==> src/rtl/uart_frame_core.sv <==
// uart_frame_core: parametrised full-duplex UART.
//
// The TX side accepts words over a valid/ready handshake into a small FIFO
// and serialises them LSB first as start, data, optional parity and stop
// bits. The RX side synchronises the line, qualifies the start bit at
// mid-bit, samples every following bit one bit time later, and reports the
// word with parity and framing error flags.
//
// Ports:
//   clk, rst        system clock, asynchronous active-high reset
//   uart_rx         serial input (asynchronous, idle high)
//   uart_tx         serial output (registered, idle high)
//   tx_data         word to send
//   tx_valid        tx_data valid
//   tx_ready        FIFO not full; transfer on tx_valid & tx_ready
//   tx_busy         FIFO non-empty or frame in progress
//   rx_data         last received word, held until the next frame completes
//   rx_valid        one-cycle pulse when rx_data and error flags update
//   rx_parity_err   parity mismatch for the flagged frame
//   rx_frame_err    first stop bit sampled low for the flagged frame
module uart_frame_core #(
  parameter int CLKS_PER_BIT  = 234,
  parameter int DATA_BITS     = 8,
  parameter int PARITY        = 0,
  parameter int STOP_BITS     = 1,
  parameter int TX_FIFO_DEPTH = 4
) (
  input  logic                 clk,
  input  logic                 rst,
  input  logic                 uart_rx,
  output logic                 uart_tx,
  input  logic [DATA_BITS-1:0] tx_data,
  input  logic                 tx_valid,
  output logic                 tx_ready,
  output logic                 tx_busy,
  output logic [DATA_BITS-1:0] rx_data,
  output logic                 rx_valid,
  output logic                 rx_parity_err,
  output logic                 rx_frame_err
);

  localparam int CNT_W  = $clog2(CLKS_PER_BIT);
  localparam int PTR_W  = $clog2(TX_FIFO_DEPTH);
  localparam int FCNT_W = PTR_W + 1;
  localparam int IDX_W  = 4;

  localparam logic [CNT_W-1:0]  BIT_LAST   = CNT_W'(CLKS_PER_BIT - 1);
  localparam logic [CNT_W-1:0]  HALF_LAST  = CNT_W'(CLKS_PER_BIT / 2 - 1);
  localparam logic [IDX_W-1:0]  DATA_LAST  = IDX_W'(DATA_BITS - 1);
  localparam logic [IDX_W-1:0]  STOP_LAST  = IDX_W'(STOP_BITS - 1);
  localparam logic [FCNT_W-1:0] FIFO_FULL  = FCNT_W'(TX_FIFO_DEPTH);
  localparam bit                HAS_PARITY = (PARITY != 0);

  // Parity bit that completes the word: odd -> total ones odd, even -> even.
  function automatic logic parity_bit(input logic [DATA_BITS-1:0] d);
    return (PARITY == 1) ? ~(^d) : (^d);
  endfunction

  // ---------------------------------------------------------------------
  // TX FIFO
  // ---------------------------------------------------------------------
  logic [DATA_BITS-1:0] fifo_mem_q [TX_FIFO_DEPTH];
  logic [PTR_W-1:0]     wr_ptr_q, rd_ptr_q;
  logic [FCNT_W-1:0]    count_q, count_d;
  logic                 tx_ready_q;
  logic                 push, pop, fifo_empty;

  assign push       = tx_valid & tx_ready_q;
  assign fifo_empty = (count_q == '0);

  always_comb begin
    count_d = count_q;
    case ({push, pop})
      2'b10:   count_d = count_q + 1'b1;
      2'b01:   count_d = count_q - 1'b1;
      default: count_d = count_q;
    endcase
  end

  always_ff @(posedge clk or posedge rst) begin
    if (rst) begin
      wr_ptr_q   <= '0;
      rd_ptr_q   <= '0;
      count_q    <= '0;
      tx_ready_q <= 1'b1;
    end else begin
      if (push) wr_ptr_q <= wr_ptr_q + 1'b1;
      if (pop)  rd_ptr_q <= rd_ptr_q + 1'b1;
      count_q    <= count_d;
      // Registered from the next count so a full FIFO never sees a write.
      tx_ready_q <= (count_d < FIFO_FULL);
    end
  end

  always_ff @(posedge clk) begin
    if (push) fifo_mem_q[wr_ptr_q] <= tx_data;
  end

  // ---------------------------------------------------------------------
  // TX FSM
  // ---------------------------------------------------------------------
  typedef enum logic [2:0] {TX_IDLE, TX_START, TX_DATA, TX_PARITY, TX_STOP} tx_state_t;

  tx_state_t            tx_state_q, tx_state_d;
  logic [CNT_W-1:0]     tx_cnt_q, tx_cnt_d;
  logic [IDX_W-1:0]     tx_idx_q, tx_idx_d;
  logic [DATA_BITS-1:0] tx_shift_q, tx_shift_d;
  logic                 tx_par_q, tx_par_d;
  logic                 uart_tx_q, uart_tx_d;
  logic                 tx_busy_q;
  logic                 tx_tick;

  assign tx_tick = (tx_cnt_q == BIT_LAST);

  // The line bit is a function of the current state and is registered, so
  // uart_tx trails the state by one clock: a pop in IDLE shows the start
  // edge two clocks after the handshake that filled the FIFO.
  always_comb begin
    tx_state_d = tx_state_q;
    tx_cnt_d   = tx_cnt_q;
    tx_idx_d   = tx_idx_q;
    tx_shift_d = tx_shift_q;
    tx_par_d   = tx_par_q;
    uart_tx_d  = 1'b1;
    pop        = 1'b0;
    if (tx_state_q != TX_IDLE) tx_cnt_d = tx_tick ? '0 : tx_cnt_q + 1'b1;
    case (tx_state_q)
      TX_IDLE: begin
        if (!fifo_empty) begin
          pop        = 1'b1;
          tx_shift_d = fifo_mem_q[rd_ptr_q];
          tx_par_d   = parity_bit(fifo_mem_q[rd_ptr_q]);
          tx_cnt_d   = '0;
          tx_state_d = TX_START;
        end
      end
      TX_START: begin
        uart_tx_d = 1'b0;
        if (tx_tick) begin
          tx_idx_d   = '0;
          tx_state_d = TX_DATA;
        end
      end
      TX_DATA: begin
        uart_tx_d = tx_shift_q[0];
        if (tx_tick) begin
          tx_shift_d = tx_shift_q >> 1;
          if (tx_idx_q == DATA_LAST) begin
            tx_idx_d   = '0;
            tx_state_d = HAS_PARITY ? TX_PARITY : TX_STOP;
          end else begin
            tx_idx_d = tx_idx_q + 1'b1;
          end
        end
      end
      TX_PARITY: begin
        uart_tx_d = tx_par_q;
        if (tx_tick) begin
          tx_idx_d   = '0;
          tx_state_d = TX_STOP;
        end
      end
      TX_STOP: begin
        uart_tx_d = 1'b1;
        if (tx_tick) begin
          if (tx_idx_q == STOP_LAST) begin
            // Chain straight into the next start bit when data is waiting.
            if (!fifo_empty) begin
              pop        = 1'b1;
              tx_shift_d = fifo_mem_q[rd_ptr_q];
              tx_par_d   = parity_bit(fifo_mem_q[rd_ptr_q]);
              tx_state_d = TX_START;
            end else begin
              tx_state_d = TX_IDLE;
            end
          end else begin
            tx_idx_d = tx_idx_q + 1'b1;
          end
        end
      end
      default: tx_state_d = TX_IDLE;
    endcase
  end

  always_ff @(posedge clk or posedge rst) begin
    if (rst) begin
      tx_state_q <= TX_IDLE;
      tx_cnt_q   <= '0;
      tx_idx_q   <= '0;
      uart_tx_q  <= 1'b1;
      tx_busy_q  <= 1'b0;
    end else begin
      tx_state_q <= tx_state_d;
      tx_cnt_q   <= tx_cnt_d;
      tx_idx_q   <= tx_idx_d;
      uart_tx_q  <= uart_tx_d;
      // Same one-clock lag as uart_tx, so busy falls as the last stop bit ends.
      tx_busy_q  <= !fifo_empty || (tx_state_q != TX_IDLE);
    end
  end

  always_ff @(posedge clk) begin
    tx_shift_q <= tx_shift_d;
    tx_par_q   <= tx_par_d;
  end

  // ---------------------------------------------------------------------
  // RX synchroniser and FSM
  // ---------------------------------------------------------------------
  typedef enum logic [2:0] {RX_IDLE, RX_START, RX_DATA, RX_PARITY, RX_STOP, RX_WAIT_HIGH} rx_state_t;

  rx_state_t            rx_state_q, rx_state_d;
  logic                 rx_sync1_q, rx_sync2_q;
  logic [CNT_W-1:0]     rx_cnt_q, rx_cnt_d;
  logic [IDX_W-1:0]     rx_idx_q, rx_idx_d;
  logic [DATA_BITS-1:0] rx_shift_q, rx_shift_d;
  logic                 rx_par_q, rx_par_d;
  logic [DATA_BITS-1:0] rx_data_q, rx_data_d;
  logic                 rx_valid_q, rx_valid_d;
  logic                 rx_perr_q, rx_perr_d;
  logic                 rx_ferr_q, rx_ferr_d;

  always_comb begin
    rx_state_d = rx_state_q;
    rx_cnt_d   = rx_cnt_q + 1'b1;
    rx_idx_d   = rx_idx_q;
    rx_shift_d = rx_shift_q;
    rx_par_d   = rx_par_q;
    rx_data_d  = rx_data_q;
    rx_perr_d  = rx_perr_q;
    rx_ferr_d  = rx_ferr_q;
    rx_valid_d = 1'b0;
    case (rx_state_q)
      RX_IDLE: begin
        rx_cnt_d = '0;
        if (!rx_sync2_q) rx_state_d = RX_START;
      end
      RX_START: begin
        // Mid-bit re-check rejects glitches shorter than half a bit.
        if (rx_cnt_q == HALF_LAST) begin
          rx_cnt_d   = '0;
          rx_idx_d   = '0;
          rx_state_d = rx_sync2_q ? RX_IDLE : RX_DATA;
        end
      end
      RX_DATA: begin
        if (rx_cnt_q == BIT_LAST) begin
          rx_cnt_d   = '0;
          rx_shift_d = {rx_sync2_q, rx_shift_q[DATA_BITS-1:1]};
          if (rx_idx_q == DATA_LAST) begin
            rx_state_d = HAS_PARITY ? RX_PARITY : RX_STOP;
          end else begin
            rx_idx_d = rx_idx_q + 1'b1;
          end
        end
      end
      RX_PARITY: begin
        if (rx_cnt_q == BIT_LAST) begin
          rx_cnt_d   = '0;
          rx_par_d   = rx_sync2_q;
          rx_state_d = RX_STOP;
        end
      end
      RX_STOP: begin
        if (rx_cnt_q == BIT_LAST) begin
          rx_cnt_d   = '0;
          rx_valid_d = 1'b1;
          rx_data_d  = rx_shift_q;
          rx_perr_d  = HAS_PARITY && (parity_bit(rx_shift_q) != rx_par_q);
          rx_ferr_d  = !rx_sync2_q;
          // A low stop bit (break) must see the line high again before
          // another start can be recognised, giving one report per break.
          rx_state_d = rx_sync2_q ? RX_IDLE : RX_WAIT_HIGH;
        end
      end
      RX_WAIT_HIGH: begin
        rx_cnt_d = '0;
        if (rx_sync2_q) rx_state_d = RX_IDLE;
      end
      default: rx_state_d = RX_IDLE;
    endcase
  end

  always_ff @(posedge clk or posedge rst) begin
    if (rst) begin
      rx_sync1_q <= 1'b1;
      rx_sync2_q <= 1'b1;
      rx_state_q <= RX_IDLE;
      rx_cnt_q   <= '0;
      rx_idx_q   <= '0;
      rx_data_q  <= '0;
      rx_valid_q <= 1'b0;
      rx_perr_q  <= 1'b0;
      rx_ferr_q  <= 1'b0;
    end else begin
      rx_sync1_q <= uart_rx;
      rx_sync2_q <= rx_sync1_q;
      rx_state_q <= rx_state_d;
      rx_cnt_q   <= rx_cnt_d;
      rx_idx_q   <= rx_idx_d;
      rx_data_q  <= rx_data_d;
      rx_valid_q <= rx_valid_d;
      rx_perr_q  <= rx_perr_d;
      rx_ferr_q  <= rx_ferr_d;
    end
  end

  always_ff @(posedge clk) begin
    rx_shift_q <= rx_shift_d;
    rx_par_q   <= rx_par_d;
  end

  assign uart_tx       = uart_tx_q;
  assign tx_ready      = tx_ready_q;
  assign tx_busy       = tx_busy_q;
  assign rx_data       = rx_data_q;
  assign rx_valid      = rx_valid_q;
  assign rx_parity_err = rx_perr_q;
  assign rx_frame_err  = rx_ferr_q;

endmodule

==> config.mk <==
export PLATFORM = sky130hd
export DESIGN_NAME = uart_frame_core
export DESIGN_NICKNAME = d
export VERILOG_FILES = /design/src/rtl/uart_frame_core.sv
export SDC_FILE = /design/constraint.sdc
export NUM_CORES = 1
export LEC_CHECK = 0
export ABC_AREA = 1
export CAP_MARGIN = 25
export CORE_UTILIZATION = 67
export CTS_BUF_LIST = sky130_fd_sc_hd__clkbuf_2 sky130_fd_sc_hd__clkbuf_4 sky130_fd_sc_hd__clkbuf_8
export DETAILED_ROUTE_END_ITERATION = 10
export PLACE_DENSITY = 0.88
export SYNTH_ARGS = -nofsm -noshare
export SYNTH_HDL_FRONTEND = slang
export SYNTH_SLANG_ARGS = --single-unit
==> constraint.sdc <==
create_clock -name clk -period 6.2 [get_ports clk]
set_input_delay 0.62 -clock clk [delete_from_list [all_inputs] [get_ports clk]]
set_output_delay 0.62 -clock clk [all_outputs]
set_load 0.005 [all_outputs]
== Word-level counts from Yosys, hierarchy flattened ==
Memories as Yosys holds them, arrays and structs flattened.
Index checks and enable logic that the tools add are counted.
Word-level totals
  bits in registers: 69
  memory bits (writable): 32
  bits of input ports: 12
  memories: 1
Memory list
  fifo_mem_q: depth 4, width 8, rd ports 1, clocked after memory_dff 0, wr ports 1, line 62  | logic [DATA_BITS-1:0] fifo_mem_q [TX_FIFO_DEPTH];
Cells by class
  add/sub/neg operators: 8
  $lt $le $gt $ge: 1
  equal/unequal tests: 33
  multiplexer cells: 55
  bitwise logic cells: 1
  reductions and logical operators: 24
Operators by type and width (count)
  two-way mux 8 bit: 10
  one-hot mux 8 bit (3 select lines): 2
  two-way mux 3 bit: 15
  two-way mux 4 bit: 8
  inequality test 2 bit, second input constant: 16
  one-hot mux 3 bit (6 select lines): 1
  adder 8 x 1 -> 8 bit, second input constant: 2
  equality test 8 bit, second input constant: 2
  one-hot mux 3 bit (5 select lines): 1
  AND reduction 7 bit: 2
  equality test 3 x 2 -> 1 bit, second input constant: 4
  one-hot mux 4 bit (3 select lines): 1
  two-way mux 1 bit: 11
  equality test 3 bit, second input constant: 3
  logical NOT 3 bit: 3
  nonzero test 3 bit: 3
  adder 4 x 1 -> 4 bit, second input constant: 2
  equality test 4 x 3 -> 1 bit, second input constant: 2
  equality test 8 x 7 -> 1 bit, second input constant: 1
  one-hot mux 4 bit (2 select lines): 1
  AND reduction 4 bit: 2
  XOR reduction 8 bit: 1
  equality test 3 x 1 -> 1 bit, second input constant: 2
  one-hot mux 3 bit (2 select lines): 1
  other kinds (20): 26

== Logic depth before layout (Yosys ltp) ==
  depth after elaboration: 8
  mapped depth: 14
  mapped depth without buffers: 14

== Worst setup path after synthesis ==
OpenSTA, ideal clock, no wires.
  path type: flip-flop to flip-flop
  start: register tx_state_q[0]
  end: register with a tool-made name
  setup time: 136 ps
  arrival: 2007 ps
  data required time: 6064 ps
  path slack: 4056 ps
  stages on the path, launching flop included: 14
  period minus slack after synthesis: 2144 ps
  cell sequence: dfrtp_1 > nor2_2 > nand2_4 > inv_2 > o21ai_2 > inv_1 > nor2_2 > nand2_2 > inv_2 > ha_1 > fa_1 > a21oi_1 > o21ai_0 > xor2_1
RTL lines
  from (decl): line 104  | tx_state_t tx_state_q, tx_state_d;
  from (signal assigned): line 193  | tx_state_q <= tx_state_d;

== Final worst setup path ==
  start: register tx_state_q[0]
  end: register tx_ready_q, in the netlist tx_ready
Between the ends
  word-level cells in the longest chain between the ends: 5
  elaborated cells on any way between the ends: 7
  those cells by class: 1 x order compare; 3 x eq/ne; 2 x mux; 1 x reduce/logical
Ends and longest elaborated chain
  equality test 3 bit or logical NOT 3 bit (tied branches): line 127  | case (tx_state_q)
  one-hot mux 1 bit (2 select lines) (*): line 127
  via pop: line 66  | logic push, pop, fifo_empty;
  equality test 2 x 1 -> 1 bit or equality test 2 bit (tied branches): line 73  | case ({push, pop})
  one-hot mux 3 bit (2 select lines) (*): line 73
  less-than comparator 3 bit (*): line 91  | tx_ready_q <= (count_d < FIFO_FULL);
  to (signal assigned): line 91
  to (decl): line 65  | logic tx_ready_q;
Mark *: on every way through the listed nets, which the timed path passes. The rest lies on a longest branch.
A chain may end at the register's enable or synchronous reset.

==> impl_metrics.py <==
metrics = {
    "synthesis": {
        "synth_area_leader_cell": "edfxtp_1",
        "postSynth.asyncResetShare_pct": 51.49,
        "synthMostInstantiatedCell": "nand2_1",
        "syn-mean-instance-area_um2": 9.219,
        "synthesis.yosys.warnings": 0,
        "yosys-top-cells-count": "nand2_1 (186), inv_1 (58), edfxtp_1 (49)",
        "synth.top_cell.area_share_pct": 29.95,
        "cells_taking_the_most_area_after_synthesis": "edfxtp_1 (30%), dfrtp_1 (24%), nand2_1 (14%)",
        "postSynth.topFlopCell": "edfxtp_1",
        "synth-edff-count": 49,
        "netlist_instances": 533,
        "synth_cell_type_count": 41,
        "mapped_nets": 559,
        "yosys_reg_bits": 101,
        "syn-cell-area_mm2": 0.004913,
        "synth-seq-area-share_pct": 56.53,
    },
    "layout": {
        "fill_cells": 460,
        "num_antenna_cells": 0,
        "finish.instance_area_mm2": 0.005451,
        "flow.area_growth_from_synthesis_pct": 10.95,
        "final_layout_size_suffix_gt1_share_pct": 10.09,
        "nets": 586,
    },
    "cts": {
        "max-clock-path-buffers": 2,
        "insertion_delay_ps": 370,
        "number_of_clock_sinks_seen_by_cts": 101,
        "h-tree-depth": 3,
        "cts_setup_buffers": 0,
        "cts_resized": 0,
        "cts_hold_repair.buffers": 0,
        "ctsRootBufferMaster": "clkbuf_8",
        "cts_buffers": 9,
        "tritoncts": "built",
        "clkTransAtPathRegs_ps": 100,
    },
    "min_path": {
        "holdCritPathClass": "reg2reg",
    },
    "timing": {
        "final-setup-viol-count": 0,
        "final_hold_violation_count": 0,
        "timing.clock.skew_ps": 14.32,
        "max_slew.worst_pin.slew_ps": 790.4,
        "clock.fmax_ghz": 0.4074,
        "setup_repair_after_global_routing_missed_its_margin": "no",
        "final_min_period_over_clock_period_pct": 39.59,
        "final_report_max_slew_violation_count": 0,
        "tns_ps": 0,
        "maxSlewHeadroom_pct": 47.11,
        "post-route-min-period_ps": 2455,
    },
    "floorplan": {
        "die_h_um": 87.64,
        "area_of_the_die_mm2": 0.007680,
        "dieWidth_um": 87.64,
        "start_util_pct": 70.76,
        "placeableCoreArea_mm2": 0.006944,
        "placementRows": 30,
        "pin_count": 26,
    },
    "power": {
        "fraction_of_power_consumed_by_the_clock_network_pct": 31.7,
        "p_total_uw": 1386,
        "power_per_cell_area_mw_per_mm2": 254.3,
        "switching_share_pct": 26.40,
        "ir_drop_mv": 0.2574,
        "seqPwrFrac_pct": 56.8,
        "combinationalPowerShare_pct": 11.5,
        "power.net_switching_uw": 365.9,
        "p_int_uw": 1020,
        "power.leakage_uw": 0.002560,
    },
    "critical_path": {
        "critPathKind": "reg2reg",
        "reg2reg_setup_slack_ps": 3750,
        "worst-endpoint-arrival_ps": 2750,
        "timing.critical_path.fanout_max": 6,
        "worstPathRequired_ps": 6490,
        "critical_path.slowest_cell": "dfrtp_1",
        "crit_path_cell_trace": "nor2_2 > nand2_4 > inv_2 > o21ai_2 > inv_1 > nor2_2 > nand2_2 > inv_2 > ha_1 > fa_1 > a21oi_1 > o21ai_0 > xor2_1 > inv_1",
        "critical_path.max_stage_delay_ps": 440,
        "endpoint_kind": "flop",
        "critPathLaunchType": "flop",
    },
    "detailed_routing": {
        "first_pass_iters": 4,
        "final_antenna_net_count": 0,
        "viasPerCell": 5.310,
        "route.final.wire_length_mm": 8.567,
        "drtIter0Drc": 215,
        "drcViolationCount": 0,
        "vias": 3510,
        "post_drt_wl_per_cell_um": 12.96,
    },
    "run": {
        "maximum_capacitance_violations": 0,
    },
    "placed_design": {
        "half_perimeter_wire_length_after_detailed_placement_mm": 6.004,
        "portBuffers": 24,
        "gp_congestion": 0.8200,
        "placement.cell_area_mm2": 0.005235,
    },
    "grt": {
        "grt_antenna_before_repair": 0,
        "grt_pass1_wl_mm": 14.73,
        "first_global_vias": 3538,
        "globalRoute.totalOverflow": 0,
        "track_usage_pct": 24.94,
        "largest_net_degree_at_the_start_of_global_routing": 42,
    },
    "run_status": {
        "outcome": "completed",
    },
}
-- power by group through the flow --
stage,sequential (µW),combinational (µW),clock [µW]
floorplan,796,112,0
global placement,800,148,0
detailed placement,803,159,0
CTS,788,162,447
global route,793,184,470
finish,788,159,439
-- metal layers --
metal / GRT usage (%) / routed length, µm
met3: 4.807 / 312
met1: 29.46 / 3793
met2: 44.89 / 4328
met4: 10.13 / 131
met5: 0 / 0
-- flip-flops by register name, summed over array words and instances (netlist names), 2 cells and up, named ones only --
register,count
count_q,2
fifo_mem_q,32
rd_ptr_q,2
rx_cnt_q,8
rx_data,8
rx_idx_q,4
rx_shift_q,8
rx_state_q,3
tx_cnt_q,8
tx_idx_q,4
tx_shift_q,8
tx_state_q,3
wr_ptr_q,2
-- logic make-up after synthesis --
logic type,count (synthesis),share of synthesized area (%)
compound gates,47,5.297
mux,1,0.2292
other cells,1,0.07632
xor+xnor,12,2.139
fa+ha+maj,14,3.718
buf+inv,72,6.010
flops,101,56.53
simple gates,285,26.00
-- area by class of cell --
cell class	instances	area [µm²]	share of cell area, %
clock buffers	9	123.9	2.272
inverters	63	236.5	4.338
repair buffers	25	260.3	4.774
flip-flops and latches	101	2778	50.95
clock inverters	7	92.59	1.698
multi-input cells	360	1841	33.76
well taps	96	120.1	2.203
-- path summary, 6_finish.rpt --
check                                           from  cells past startpoint               endpoint
max in group asynchronous                        rst                      3   rx_sync2_q$_DFF_PP1_
setup / recovery           tx_state_q[0]$_DFFE_PP0P_                     14     tx_ready$_DFF_PP1_
hold reg to reg                 rx_sync1_q$_DFF_PP1_                      0   rx_sync2_q$_DFF_PP1_
setup reg to reg           tx_state_q[0]$_DFFE_PP0P_                     14     tx_ready$_DFF_PP1_
hold / removal                  rx_sync1_q$_DFF_PP1_                      0   rx_sync2_q$_DFF_PP1_
min in group asynchronous                        rst                      2  tx_cnt_q[2]$_DFF_PP0_
-- layout by cell type, fill, tap and decap left out, types with 11 or more instances in the layout --
cell type,netlist,final
dfrtp_1,48,48
nand2_1,186,186
inv_1,58,57
clkdlybuf4s50_1,0,24
ha_1,13,13
o21ai_1,11,11
o21ai_0,17,17
nor2_1,28,28
edfxtp_1,49,49
nand3_1,37,37
-- worst max-delay path: cells and delay by family, from the launching register on --
kind	cells	cell delay [ps]
compound gates	3	340
buf+inv	4	280
simple gates	4	530
xor+xnor	1	190
fa+ha+maj	2	590
flops	1	440
-- per-stage QoR --
| stage | utilization (%) | cells | setup WS [ps] | hold slack (ps) |
|---|---|---|---|---|
| floorplan | - | 533 | 4056 | 345.2 |
| global placement | 75.10 | 644 | 3702 | 349.4 |
| detailed placement | 75.39 | 645 | 3643 | 350.3 |
| CTS | 78.50 | 661 | 3750 | 364.1 |
| global route | 78.50 | 661 | 3563 | 365.8 |
| finish | 78.50 | 661 | 3745 | 362.3 |
Note: power is estimated with default switching activity, not from simulation.
